<file path="src/rtl/uart_rx_core.sv">
// uart_rx_core: 8N1 UART receiver with 2-flop input synchronizer and a first-word-fall-through byte FIFO.
module uart_rx_core #(
    parameter int CLK_FREQUENCY = 100_000,
    parameter int BAUD          = 256_000,
    parameter int FIFO_DEPTH    = 4
) (
    input  logic                          clk_i,
    input  logic                          rst_i,
    input  logic                          rx_i,
    output logic [7:0]                    data_o,
    output logic                          valid_o,
    input  logic                          ready_i,
    output logic                          frame_err_o,
    output logic                          overflow_o,
    input  logic                          clr_i,
    output logic                          busy_o,
    output logic [$clog2(FIFO_DEPTH):0]   count_o
);
    localparam int CLKS_PER_BIT = (CLK_FREQUENCY * 1000) / BAUD;
    localparam int HALF_BIT     = CLKS_PER_BIT / 2;
    localparam int TW           = $clog2(CLKS_PER_BIT);
    localparam int AW           = $clog2(FIFO_DEPTH);
    localparam int CW           = AW + 1;

    typedef enum logic [2:0] {IDLE, START, DATA, STOP, WAIT_IDLE} state_t;

    logic          sync1_q, rx_s_q;
    state_t        state_q;
    logic [TW-1:0] tick_q;
    logic [2:0]    bit_cnt_q;
    logic [7:0]    shift_q;
    logic          frame_err_q;
    logic [7:0]    mem_q [FIFO_DEPTH];
    logic [AW-1:0] wr_q, rd_q, rd_d;
    logic [CW-1:0] count_q, count_d;
    logic [7:0]    data_q, data_d;
    logic          ovf_q;
    logic          bit_done, push, pop, full, wr_en, ovf_set;

    assign bit_done = tick_q == TW'(CLKS_PER_BIT - 1);
    assign push     = state_q == STOP && bit_done && rx_s_q;

    always_ff @(posedge clk_i) begin
        if (rst_i) begin
            sync1_q     <= 1'b1;
            rx_s_q      <= 1'b1;
            state_q     <= IDLE;
            tick_q      <= '0;
            bit_cnt_q   <= '0;
            shift_q     <= '0;
            frame_err_q <= 1'b0;
        end else begin
            sync1_q     <= rx_i;
            rx_s_q      <= sync1_q;
            frame_err_q <= 1'b0;
            tick_q      <= tick_q + 1'b1;
            case (state_q)
                IDLE: begin
                    tick_q    <= '0;
                    bit_cnt_q <= '0;
                    if (!rx_s_q) state_q <= START;
                end
                START: if (tick_q == TW'(HALF_BIT - 1)) begin
                    tick_q  <= '0;
                    state_q <= rx_s_q ? IDLE : DATA;
                end
                DATA: if (bit_done) begin
                    tick_q             <= '0;
                    shift_q[bit_cnt_q] <= rx_s_q;
                    bit_cnt_q          <= bit_cnt_q + 3'd1;
                    if (bit_cnt_q == 3'd7) state_q <= STOP;
                end
                STOP: if (bit_done) begin
                    tick_q      <= '0;
                    state_q     <= rx_s_q ? IDLE : WAIT_IDLE;
                    frame_err_q <= !rx_s_q;
                end
                WAIT_IDLE: begin
                    tick_q <= '0;
                    if (rx_s_q) state_q <= IDLE;
                end
                default: state_q <= IDLE;
            endcase
        end
    end

    // data_d tracks the head after this cycle's push/pop; a push into an empty (or emptying) FIFO becomes the head directly
    always_comb begin
        pop     = count_q != '0 && ready_i;
        full    = count_q == CW'(FIFO_DEPTH);
        wr_en   = push && (!full || pop);
        ovf_set = push && full && !pop;
        rd_d    = rd_q + AW'(pop);
        count_d = count_q + CW'(wr_en) - CW'(pop);
        data_d  = count_d == '0 ? data_q : count_q == CW'(pop) ? shift_q : mem_q[rd_d];
    end

    always_ff @(posedge clk_i) begin
        if (rst_i) begin
            wr_q    <= '0;
            rd_q    <= '0;
            count_q <= '0;
            data_q  <= '0;
            ovf_q   <= 1'b0;
        end else begin
            if (wr_en) mem_q[wr_q] <= shift_q;
            wr_q    <= wr_q + AW'(wr_en);
            rd_q    <= rd_d;
            count_q <= count_d;
            data_q  <= data_d;
            ovf_q   <= ovf_set || (ovf_q && !clr_i);
        end
    end

    assign data_o      = data_q;
    assign valid_o     = count_q != '0;
    assign frame_err_o = frame_err_q;
    assign overflow_o  = ovf_q;
    assign busy_o      = state_q != IDLE;
    assign count_o     = count_q;
endmodule

</file>
<file path="config.mk">
export PLATFORM = sky130hd
export DESIGN_NAME = uart_rx_core
export DESIGN_NICKNAME = d
export VERILOG_FILES = /design/src/rtl/uart_rx_core.sv
export SDC_FILE = /design/constraint.sdc
export NUM_CORES = 1
export LEC_CHECK = 0
export BUFFER_PORTS_ARGS = -buffer_cell sky130_fd_sc_hd__buf_2
export CAP_MARGIN = 5
export CORE_ASPECT_RATIO = 1.25
export CORE_UTILIZATION = 31
export DETAILED_ROUTE_END_ITERATION = 8
export GPL_TIMING_DRIVEN = 0
export SYNTH_ARGS = -nofsm -noshare
export SYNTH_HDL_FRONTEND = slang
export SYNTH_SLANG_ARGS = --single-unit
export TNS_END_PERCENT = 10
</file>
<file path="constraint.sdc">
create_clock -name clk_i -period 4.2 [get_ports clk_i]
set_clock_uncertainty 0.15 [all_clocks]
set_input_delay 0.42 -clock clk_i [delete_from_list [all_inputs] [get_ports clk_i]]
set_output_delay 0.42 -clock clk_i [all_outputs]
set_load 0.02 [all_outputs]
</file>
==> summary.md, run 1 <==
| Metric | Value |
|---|---|
| Maximum VDD drop | 0.2377 mV |
| Outcome | complete, no violations |
| I/O Buffers | 18 |
| Logic pwr share | 25.5% |
| Mean area per synthesized cell | ~12 µm² |
| Rows | just over 40 |
| First-pass GRT wire length | roughly 11000 µm |
| Period minus WS final | roughly 3.8 ns |
| P per Cell Area | roughly 570 nW/µm² |
| Final setup TNS | 0 ns |
| Die Area | around 11000 µm² |
| Final Worst Setup Slack | between 0.3 and 0.4 ns |
| Post-cts hold buffer count | 0 |
| Synth area leaders | edfxtp_1, dfxtp_1, ha_1 |
| Antenna Cells | 0 |
| Leak Pwr | ~1.5 nW |
| Inserted Clock Buffers | 9 |
| CTS tree | yes |
| Post-Synthesis Cells | approximately 280 |
| Async SR Flop Fraction | 0% |
| NetSw | roughly 670 µW |
| Synth Register Bits | between 70 and 80 |
| Initial antenna violation count | 0 |
| Tightest Pin Transition | about 1.3 ns |
| Post-place setup slack | 0.3733 ns |
| Net Count, Synth | around 290 |
| Vias in the first global route | 2201 |
| Setup violators final | 0 |
| Ys Warns | 0 |
| Post-Synth XOR/XNOR Area | about 3.4% |
| CTS resizes | 0 |
| Synth Area in Simple Gates | approximately a fifth |
| DR pass1 iterations | 4 |
| Die H | roughly 120 µm |
| Post-Synth Adder-Cell Area | 4.085% |
| CP cell instances | ha_1 -> and4b_1 -> and2_1 -> nand4_2 -> or3_1 -> ha_1 -> inv_1 -> ha_1 -> inv_1 -> fa_1 -> xnor3_1 -> nand3b_2 -> buf_2 -> nor2_1 -> a211oi_1 |
| Clk root buf | clkbuf_16 |
| Worst-Skew Late Latency | about 0.32 ns |
| Routability cong. | 0.7843 |
| Reg power frac | a little under two fifths |
| Post-synthesis compound-gate area fraction | 7.437% |
| Multiplexer share of the synthesized area | about 8.1% |
| Critical Path AT | 3.92 ns |
| Total Routing Usage GR | between 10% and 20% |
| Commonest non-fill, non-tap cells in the layout | dfxtp_1, edfxtp_1, nor2_1, buf_2, nand2_1 |
| Area Growth Syn to Fin | 18.07% |
| Vias per cell | between 4 and 5 |
| Post-CTS Setup Bufs | 0 |
| Post-Syn Area | 3247 µm² |
| Critical-path maximum fanout | 10 |
| Post-synth top area cell | edfxtp_1 |
| DP Wirelength | approximately 4500 µm |
| Bufs on Longest Clock Path | 2 |
| Post-DR wirelength/cell | 13.94 µm |
| Tightest Hold Check Type | in -> reg |
| Synth cell types | 50 |
| Largest net degree at the start of global routing | 15 |
| DRT antenna net count | 0 |
| Commonest non-fill, non-tap cell in the layout | dfxtp_1 |
| I/O pins | 20 |
| Starting Density | 31.97% |
| Highest clock rate | approximately 260 MHz |
| Core area | slightly above 10000 µm² |
| Share of the synthesized area in the top cell type | 29.60% |
| Worst setup SP type | register |
| Top cell by count, worst path | ha_1 |
| DRC Markers | 0 |
| Sw Ratio | between 30% and 40% |
| Hold Vio Cnt, Final | 0 |
| Post-synthesis sequential area ratio | a little under three fifths |
| Crit Path Class | reg -> reg |
| Worst Path Required | between 4 and 5 ns |
| GRT overflow | 0 |
| CTS Sinks | 74 |
| First DRT Iteration DRCs | 96 |
| Pint | roughly 1.5 mW |
| Clock power frac | between 30% and 40% |
| H-Tree Depth | 3 |
| Hold WS | roughly 0.14 ns |
| Largest family of logic cells by synthesized area | simple AND/OR/NAND/NOR gates |
| Share of cells above drive strength 1 | approximately a fifth |
| Clock-pin transition on the worst setup and hold timing paths | ~0.06 ns |
| Nets | about 320 |
| EDFF count, synth | 32 |
| RSZ-0062 raised after global routing | false |
| Detailed-route via count | 2149 |
| Die W | around 94 µm |
| Slowest stage delay, CP | roughly 0.45 ns |
| Critical Path End Type | register |
| Max_cap viols | 0 |
| Slew HR | around 14% |
| Final Cycle Share | about nine tenths |
| Post-Route WL | slightly above 6000 µm |
| Max-slew violations | 0 |
| Fin util | roughly 38% |
| Most used DFF post-synth | dfxtp_1 |
| Crit-path slowest cell | dfxtp_1 |
area by class of cell:
cell class,instances,area (µm²)
timing repair buffer,19,95.09
clock buffer,9,225.2
clock inverter,7,100.1
buffer,12,56.30
inverter,4,15.01
tap,129,161.4
fill,997,6324
sequential,74,1802
multi-input combinational,187,1379
cells by family (layout without fill, tap and decap cells):
family | after synthesis | count (layout)
AO/OA/AOI/OAI | 33 | 33
XOR/XNOR | 10 | 10
adder cells (fa/ha/maj) | 10 | 10
buffers and inverters | 16 | 51
flip-flops | 74 | 74
multiplexers | 21 | 21
AND/OR/NAND/NOR | 113 | 113
cells in the mapped netlist (4+ instances only):
master    instances
nand2_1          18
nand2b_1          6
mux2i_1           6
a311oi_1          7
inv_1             4
clkbuf_1          8
a22oi_1           7
nor3_1           11
nor2b_1           4
nand4_1          10
nor2_1           29
nand3_1           5
edfxtp_1         32
mux2_2            6
o21ai_0           7
xor2_1            6
ha_1              9
mux2_4            6
dfxtp_1          42
nand3b_1          6
registers in the layout, indices dropped and copies added, names as in the netlist:
name / cells
wr_q: 2
sync1_q: 1
rx_s_q: 1
shift_q: 8
tick_q: 9
mem_q: 32
frame_err_o: 1
rd_q: 2
overflow_o: 1
bit_cnt_q: 3
state_q: 3
data_o: 8
count_o: 3
path summary, 6_finish.rpt:
path,startpoint,endpoint,slack [ns],cells past startpoint
worst max register to register,tick_q[0]$_SDFF_PP0_,data_o[6]$_SDFFE_PP0P_,0.36,15
worst min register to register,sync1_q$_SDFF_PP1_,rx_s_q$_SDFF_PP1_,0.26,1
worst max-delay path,tick_q[0]$_SDFF_PP0_,data_o[6]$_SDFFE_PP0P_,0.36,15
worst min-delay path,rx_i,sync1_q$_SDFF_PP1_,0.14,2
worst max-delay path: cells and delay by family, from the launching register on:
kind            cells  cell delay, ns
simple gates        6            1.36
xor+xnor            1            0.22
fa+ha+maj           4            0.97
flops               1            0.45
compound gates      1            0.22
buf+inv             3            0.39
metrics by stage:
step / power (mW) / instances / area (µm²)
finish: 2.201 / 441 / 3834
global route: 2.320 / 441 / 3834
CTS: 2.227 / 440 / 3824
detailed placement: 1.398 / 424 / 3498
global placement: 1.387 / 424 / 3498
floorplan: 1.250 / 277 / 3247
power groups by stage:
stage	Sequential (mW)	Clock (mW)	Combinational, mW
global placement	0.831	0	0.556
global route	0.824	0.872	0.624
finish	0.816	0.824	0.561
detailed placement	0.832	0	0.566
CTS	0.817	0.843	0.567
floorplan	0.864	0	0.387
per-layer routing:
metal,vias up,part of all wire [%],GRT usage (%)
li1,1081,-,-
met1,1024,43,14.74
met2,33,51,22.21
met3,11,3.0,2.734
met4,0,2.5,8.718
met5,-,0,0
(Power assumes the default switching activity.)
==> run 2, diff against run 1 <==
--- a/config.mk
+++ b/config.mk
@@ -11,6 +11,7 @@
 export CORE_UTILIZATION = 31
 export DETAILED_ROUTE_END_ITERATION = 8
 export GPL_TIMING_DRIVEN = 0
+export REMOVE_ABC_BUFFERS = 1
 export SYNTH_ARGS = -nofsm -noshare
 export SYNTH_HDL_FRONTEND = slang
 export SYNTH_SLANG_ARGS = --single-unit
==> summary.md, run 2 (same netlist as run 1, synthesis figures left out) <==
| Metric | Value |
|---|---|
| DRT antenna net count | 0 (unchanged) |
| I/O pins | 20 (unchanged) |
| Core area | 10160 µm² (unchanged) |
| GRT overflow | 0 (unchanged) |
| DRC Markers | 0 (unchanged) |
| Share of cells above drive strength 1 | 19.60% (was 20.19%) |
| Starting Density | 31.97% (unchanged) |
| R2r startpoint | tick_q[0]$_SDFF_PP0_ (unchanged) |
| Crit-path slowest cell | dfxtp_1 (unchanged) |
| RR Endpoint | data_o[5]$_SDFFE_PP0P_ (was data_o[6]$_SDFFE_PP0P_) |
| Hold Vio Cnt, Final | 0 (unchanged) |
| Maximum VDD drop | 0.2513 mV (was 0.2377 mV) |
| Bufs on Longest Clock Path | 2 (unchanged) |
| DR pass1 iterations | 4 (unchanged) |
| Max_cap viols | 0 (unchanged) |
| Hold depth | 2 (unchanged) |
| Worst setup SP type | register (unchanged) |
| Final Cycle Share | 89.49% (was 91.42%) |
| Period minus WS final | 3.759 ns (was 3.840 ns) |
| Setup violators final | 0 (unchanged) |
| Crit Path Class | reg -> reg (unchanged) |
| Clk root buf | clkbuf_16 (unchanged) |
| Critical Path AT | 3.80 ns (was 3.92 ns) |
| Largest registers | mem_q (32), tick_q (9) (unchanged) |
| Worst Path Required | 4.24 ns (was 4.28 ns) |
| Vias per cell | 4.870 (was 4.873) |
| Commonest non-fill, non-tap cell in the layout | dfxtp_1 (unchanged) |
| Worst reg2reg setup slack | 0.44 ns (was 0.36 ns) |
| Top cell by count, worst path | ha_1 (unchanged) |
| Post-Route WL | 5785 µm (was 6147 µm) |
| RSZ-0062 raised after global routing | false (unchanged) |
| DP Wirelength | 3961 µm (was 4466 µm) |
| Detailed-route via count | 2094 (was 2149) |
| Final setup TNS | 0 ns (unchanged) |
| Critical-path maximum fanout | 16 (was 10) |
| P per Cell Area | 585.1 nW/µm² (was 574.0 nW/µm²) |
| Die Area | 10890 µm² (unchanged) |
| H-Tree Depth | 3 (unchanged) |
| Die W | 93.54 µm (unchanged) |
| Clock-pin transition on the worst setup and hold timing paths | 0.06 ns (about the same) |
| Rows | 41 (unchanged) |
| Post-cts hold buffer count | 0 (unchanged) |
| Fin util | 37.48% (was 37.74%) |
| Hold WS | 0.1249 ns (was 0.1383 ns) |
| First-pass GRT wire length | 9929 µm (was 10760 µm) |
| Tightest Pin Transition | 1.188 ns (was 1.287 ns) |
| Vias in the first global route | 2034 (was 2201) |
| Tightest Hold Check Type | in -> reg (unchanged) |
| Worst r2r path cells | 14 (was 15) |
| Outcome | complete, no violations (unchanged) |
| Inserted Clock Buffers | 9 (unchanged) |
| Max reg flops | 32 (unchanged) |
| Area Growth Syn to Fin | 17.26% (was 18.07%) |
| Initial antenna violation count | 0 (unchanged) |
| I/O Buffers | 19 (was 18) |
| Hold_sp | rx_i (unchanged) |
| Commonest non-fill, non-tap cells in the layout | dfxtp_1, edfxtp_1, nor2_1, buf_2, nand2_1 (unchanged) |
| Largest delay contributor family on the critical path | simple AND/OR/NAND/NOR gates (unchanged) |
| Overall Power | 2.228 mW (was 2.201 mW) |
| Slew HR | 20.17% (was 13.57%) |
| Antenna Cells | 0 (unchanged) |
| Critical Path End Type | register (unchanged) |
| Post-DR wirelength/cell | 13.45 µm (was 13.94 µm) |
| CP cell instances | ha_1 -> and4b_2 -> and2_1 -> nand4_2 -> or3_1 -> ha_1 -> inv_1 -> ha_1 -> inv_1 -> fa_1 -> xnor3_1 -> nand3b_4 -> nor2_1 -> a311oi_2 (was ha_1 -> and4b_1 -> and2_1 -> nand4_2 -> or3_1 -> ha_1 -> inv_1 -> ha_1 -> inv_1 -> fa_1 -> xnor3_1 -> nand3b_2 -> buf_2 -> nor2_1 -> a211oi_1) |
| Slowest stage delay, CP | 0.44 ns (was 0.45 ns) |
| Routability cong. | 0.7325 (was 0.7843) |
| Worst-Skew Late Latency | 0.33 ns (was 0.32 ns) |
| CTS tree | yes (unchanged) |
| Largest net degree at the start of global routing | 37 (was 15) |
| Total Routing Usage GR | 12.16% (was 13.04%) |
| CTS Sinks | 74 (unchanged) |
| Leak Pwr | 1.457 nW (was 1.467 nW) |
| Hold EP | sync1_q$_SDFF_PP1_ (unchanged) |
| First DRT Iteration DRCs | 88 (was 96) |
| Largest Register | mem_q (unchanged) |
| Die H | 116.4 µm (unchanged) |
| Critical path buffers and inverters | 2 (was 3) |
| Nets | 311 (was 322) |
| Max-slew violations | 0 (unchanged) |
| Highest clock rate | 266.0 MHz (was 260.4 MHz) |
## run 2: area by class of cell
cell class,count,area [µm²]
fillers,999,6350
flip-flops and latches,74,1802
multi-input cells,187,1384
clock buffers,10,239.0
well taps,129,161.4
clock inverters,6,103.9
repair buffers,20,102.6
inverters,4,15.01
## run 2: through the flow
stage | area, µm² | setup slack (ns) | instances
floorplan | 3191 | 0.7086 | 265
global placement | 3447 | 0.2593 | 413
detailed placement | 3447 | 0.1793 | 413
CTS | 3790 | 0.1757 | 429
global route | 3807 | 0.1378 | 430
finish | 3807 | 0.4413 | 430
## run 2: where the power goes
part	total [mW]	switching (mW)	leakage (nW)	internal [mW]
Sequential	0.818	0.0308	0.694	0.787
Clock	0.870	0.279	0.170	0.592
Combinational	0.540	0.328	0.593	0.211
## run 2: repair_timing
| action | in CTS | in global routing |
|---|---|---|
| endpoints found under the hold margin | 0 | 0 |
| buffers inserted | 0 | 1 |
| endpoints found under the setup margin | 0 | 8 |
| gates resized for setup | 0 | 2 |
## run 2: per-layer routing
metal  track usage, %  part of all wire, %  up-vias
met5                0                    0        -
met4            7.795                  2.6        0
met2            21.52                   51       27
li1                 -                    -     1054
met1            12.79                   44     1001
met3            3.190                  2.7       12
## run 2: how the worst max path moves through the flow
| stage | depth (start not counted) | start | to |
|---|---|---|---|
| after floorplan | 14 | tick_q[0]$_SDFF_PP0_ | data_o[5]$_SDFFE_PP0P_ |
| after global placement | 14 | tick_q[0]$_SDFF_PP0_ | data_o[5]$_SDFFE_PP0P_ |
| after detailed placement | 14 | tick_q[0]$_SDFF_PP0_ | data_o[5]$_SDFFE_PP0P_ |
| after CTS | 14 | tick_q[0]$_SDFF_PP0_ | data_o[5]$_SDFFE_PP0P_ |
| after global routing | 13 | tick_q[0]$_SDFF_PP0_ | data_o[0]$_SDFFE_PP0P_ |
| final | 14 | tick_q[0]$_SDFF_PP0_ | data_o[5]$_SDFFE_PP0P_ |
==> run 3, diff against run 2 <==
--- a/config.mk
+++ b/config.mk
@@ -8,9 +8,10 @@
 export BUFFER_PORTS_ARGS = -buffer_cell sky130_fd_sc_hd__buf_2
 export CAP_MARGIN = 5
 export CORE_ASPECT_RATIO = 1.25
-export CORE_UTILIZATION = 31
+export CORE_UTILIZATION = 40
 export DETAILED_ROUTE_END_ITERATION = 8
 export GPL_TIMING_DRIVEN = 0
+export RECOVER_POWER = 100
 export REMOVE_ABC_BUFFERS = 1
 export SYNTH_ARGS = -nofsm -noshare
 export SYNTH_HDL_FRONTEND = slang
==> summary.md, run 3 (same netlist as run 1, synthesis figures left out) <==
| Metric | Value |
|---|---|
| Outcome | complete, but fails checks (was complete, no violations) |
| Violated checks | max-capacitance violations, max-slew violations |
| I/O Buffers | 19 (unchanged) |
| First-pass GRT wire length | 9190 µm (was 9929 µm) |
| RSZ-0062 raised after global routing | false (unchanged) |
| Critical-path maximum fanout | 17 (was 16) |
| Post-Route WL | 5575 µm (was 5785 µm) |
| Tightest Pin Transition | 1.729 ns (was 1.188 ns) |
| CP cell instances | nor4b_4 -> nand4_2 -> or3_1 -> ha_1 -> inv_1 -> ha_1 -> inv_1 -> fa_1 -> xnor3_1 -> nand3b_2 -> nor2_1 -> a311oi_2 (was ha_1 -> and4b_2 -> and2_1 -> nand4_2 -> or3_1 -> ha_1 -> inv_1 -> ha_1 -> inv_1 -> fa_1 -> xnor3_1 -> nand3b_4 -> nor2_1 -> a311oi_2) |
| Critical path buffers and inverters | 2 (unchanged) |
| Clk root buf | clkbuf_8 (was clkbuf_16) |
| Clock-pin transition on the worst setup and hold timing paths | 0.07 ns (was 0.06 ns) |
| Critical Path AT | 3.89 ns (was 3.80 ns) |
| Rows | 36 (was 41) |
| Placed cell area | 3405 µm² (was 3447 µm²) |
| Commonest non-fill, non-tap cells in the layout | dfxtp_1, edfxtp_1, nor2_1, nand2_1, clkbuf_1 (was dfxtp_1, edfxtp_1, nor2_1, buf_2, nand2_1) |
| Detailed-route via count | 2065 (was 2094) |
| Vias in the first global route | 1928 (was 2034) |
| GRT overflow | 0 (unchanged) |
| Hold Vio Cnt, Final | 0 (unchanged) |
| CTS Sinks | 74 (unchanged) |
| Largest registers | mem_q (32), tick_q (9) (unchanged) |
| Share of cells above drive strength 1 | 13.95% (was 19.60%) |
| Die H | 102.7 µm (was 116.4 µm) |
| Inserted Clock Buffers | 9 (unchanged) |
| Antenna Cells | 0 (unchanged) |
| DR pass1 iterations | 4 (unchanged) |
| Placed Cells | 379 (was 413) |
| Non-filler instance count after layout | 396 (was 430) |
| First DRT Iteration DRCs | 71 (was 88) |
| Max reg flops | 32 (unchanged) |
| Final setup TNS | 0 ns (unchanged) |
| Post-DR wirelength/cell | 14.08 µm (was 13.45 µm) |
| Worst Path Required | 4.25 ns (was 4.24 ns) |
| DRT antenna net count | 0 (unchanged) |
| Post-CTS Setup Bufs | 0 (unchanged) |
| Area Growth Syn to Fin | 10.94% (was 17.26%) |
| I/O pins | 20 (unchanged) |
| Final instance area | 3602 µm² (was 3807 µm²) |
| CTS tree | yes (unchanged) |
| Worst setup SP type | register (unchanged) |
| P per Cell Area | 533.2 nW/µm² (was 585.1 nW/µm²) |
| Final Cycle Share | 91.42% (was 89.49%) |
| Routability cong. | 0.7247 (was 0.7325) |
| Nets | 311 (unchanged) |
| Bufs on Longest Clock Path | 2 (unchanged) |
| Starting Density | 41.43% (was 31.97%) |
| Setup violators final | 0 (unchanged) |
| Largest delay contributor family on the critical path | simple AND/OR/NAND/NOR gates (unchanged) |
| Crit-path slowest cell | nor4b_4 (was dfxtp_1) |
| Critical Path End Type | register (unchanged) |
| Largest Register | mem_q (unchanged) |
| Leak Pwr | 1.326 nW (was 1.457 nW) |
| H-Tree Depth | 3 (unchanged) |
| Vias per cell | 5.215 (was 4.870) |
| Slew HR | -15.64% (was 20.17%) |
| Maximum VDD drop | 0.3594 mV (was 0.2513 mV) |
| Slowest stage delay, CP | 0.77 ns (was 0.44 ns) |
| Highest clock rate | 260.4 MHz (was 266.0 MHz) |
| Commonest non-fill, non-tap cell in the layout | dfxtp_1 (unchanged) |
| Die Area | 8484 µm² (was 10890 µm²) |
| Worst-Skew Late Latency | 0.34 ns (was 0.33 ns) |
| Total Routing Usage GR | 14.68% (was 12.16%) |
| Max-slew violations | 17 (was 0) |
| Die W | 82.59 µm (was 93.54 µm) |
| Max_cap viols | 1 (was 0) |
| Period minus WS final | 3.840 ns (was 3.759 ns) |
| Core area | 7838 µm² (was 10160 µm²) |
| Final Worst Setup Slack | 0.3602 ns (was 0.4413 ns) |
| DRC Markers | 0 (unchanged) |
| Post-place setup slack | 0.2404 ns (was 0.1793 ns) |
| Crit Path Class | reg -> reg (unchanged) |
| Largest net degree at the start of global routing | 37 (unchanged) |
| Initial antenna violation count | 0 (unchanged) |
| DP Wirelength | 3796 µm (was 3961 µm) |
| Tightest Hold Check Type | in -> reg (unchanged) |
## run 3: cell count changes in the layout (fill, tap and decap cells not counted), sizes merged
| cell | before | now |
|---|---|---|
| clkinv | 3 | 2 |
| clkinvlp | 0 | 1 |
| clkbuf | 10 | 27 |
| buf | 20 | 4 |
| bufinv | 3 | 2 |
## run 3: layout make-up
cell class	instances	area, µm²
Clock buffer	11	141.4
Inverter	4	15.01
Sequential cell	74	1802
Fill cell	736	4235
Timing Repair Buffer	20	80.08
Multi-Input combinational cell	187	1368
Clock inverter	5	77.57
Tap cell	95	118.9
## run 3: per-layer routing
metal	track usage [%]	part of all wire, %	up-vias
met5	0	0	-
met4	7.162	1.8	0
met3	3.982	2.6	11
met2	25.62	51	22
met1	16.31	45	978
li1	-	-	1054
## run 3: where the power goes
part | switching, mW | internal, mW | leakage (nW) | total, mW
Combinational | 0.314 | 0.189 | 0.522 | 0.503
Sequential | 0.0311 | 0.786 | 0.694 | 0.817
Clock | 0.252 | 0.349 | 0.109 | 0.601
Total | 0.597 | 1.32 | 1.33 | 1.92
## run 3: stage by stage
| step | total power, mW | util, % | hold WS, ns |
|---|---|---|---|
| 6_report | 1.921 | 45.96 | 0.1098 |
| 5_1_grt | 2.038 | 45.96 | 0.09452 |
| 4_1_cts | 1.964 | 46.23 | 0.09325 |
| 3_5_place_dp | 1.359 | 43.44 | 0.2434 |
| 3_3_place_gp | 1.352 | 43.44 | 0.2457 |
| 2_1_floorplan | 1.225 | - | 0.2395 |
## run 3: timing repair
action,CTS,global route
gates resized for setup,0,1
setup endpoints to repair,0,8
hold buffers,0,0
## run 3: path summary, 6_finish.rpt
| kind | startpoint | endpoint | slack, ns | cells after the start |
|---|---|---|---|---|
| worst max register to register | tick_q[3]$_SDFF_PP0_ | data_o[5]$_SDFFE_PP0P_ | 0.36 | 12 |
| worst max-delay path | tick_q[3]$_SDFF_PP0_ | data_o[5]$_SDFFE_PP0P_ | 0.36 | 12 |
| worst min-delay path | rx_i | sync1_q$_SDFF_PP1_ | 0.11 | 2 |
| worst min register to register | sync1_q$_SDFF_PP1_ | rx_s_q$_SDFF_PP1_ | 0.27 | 1 |
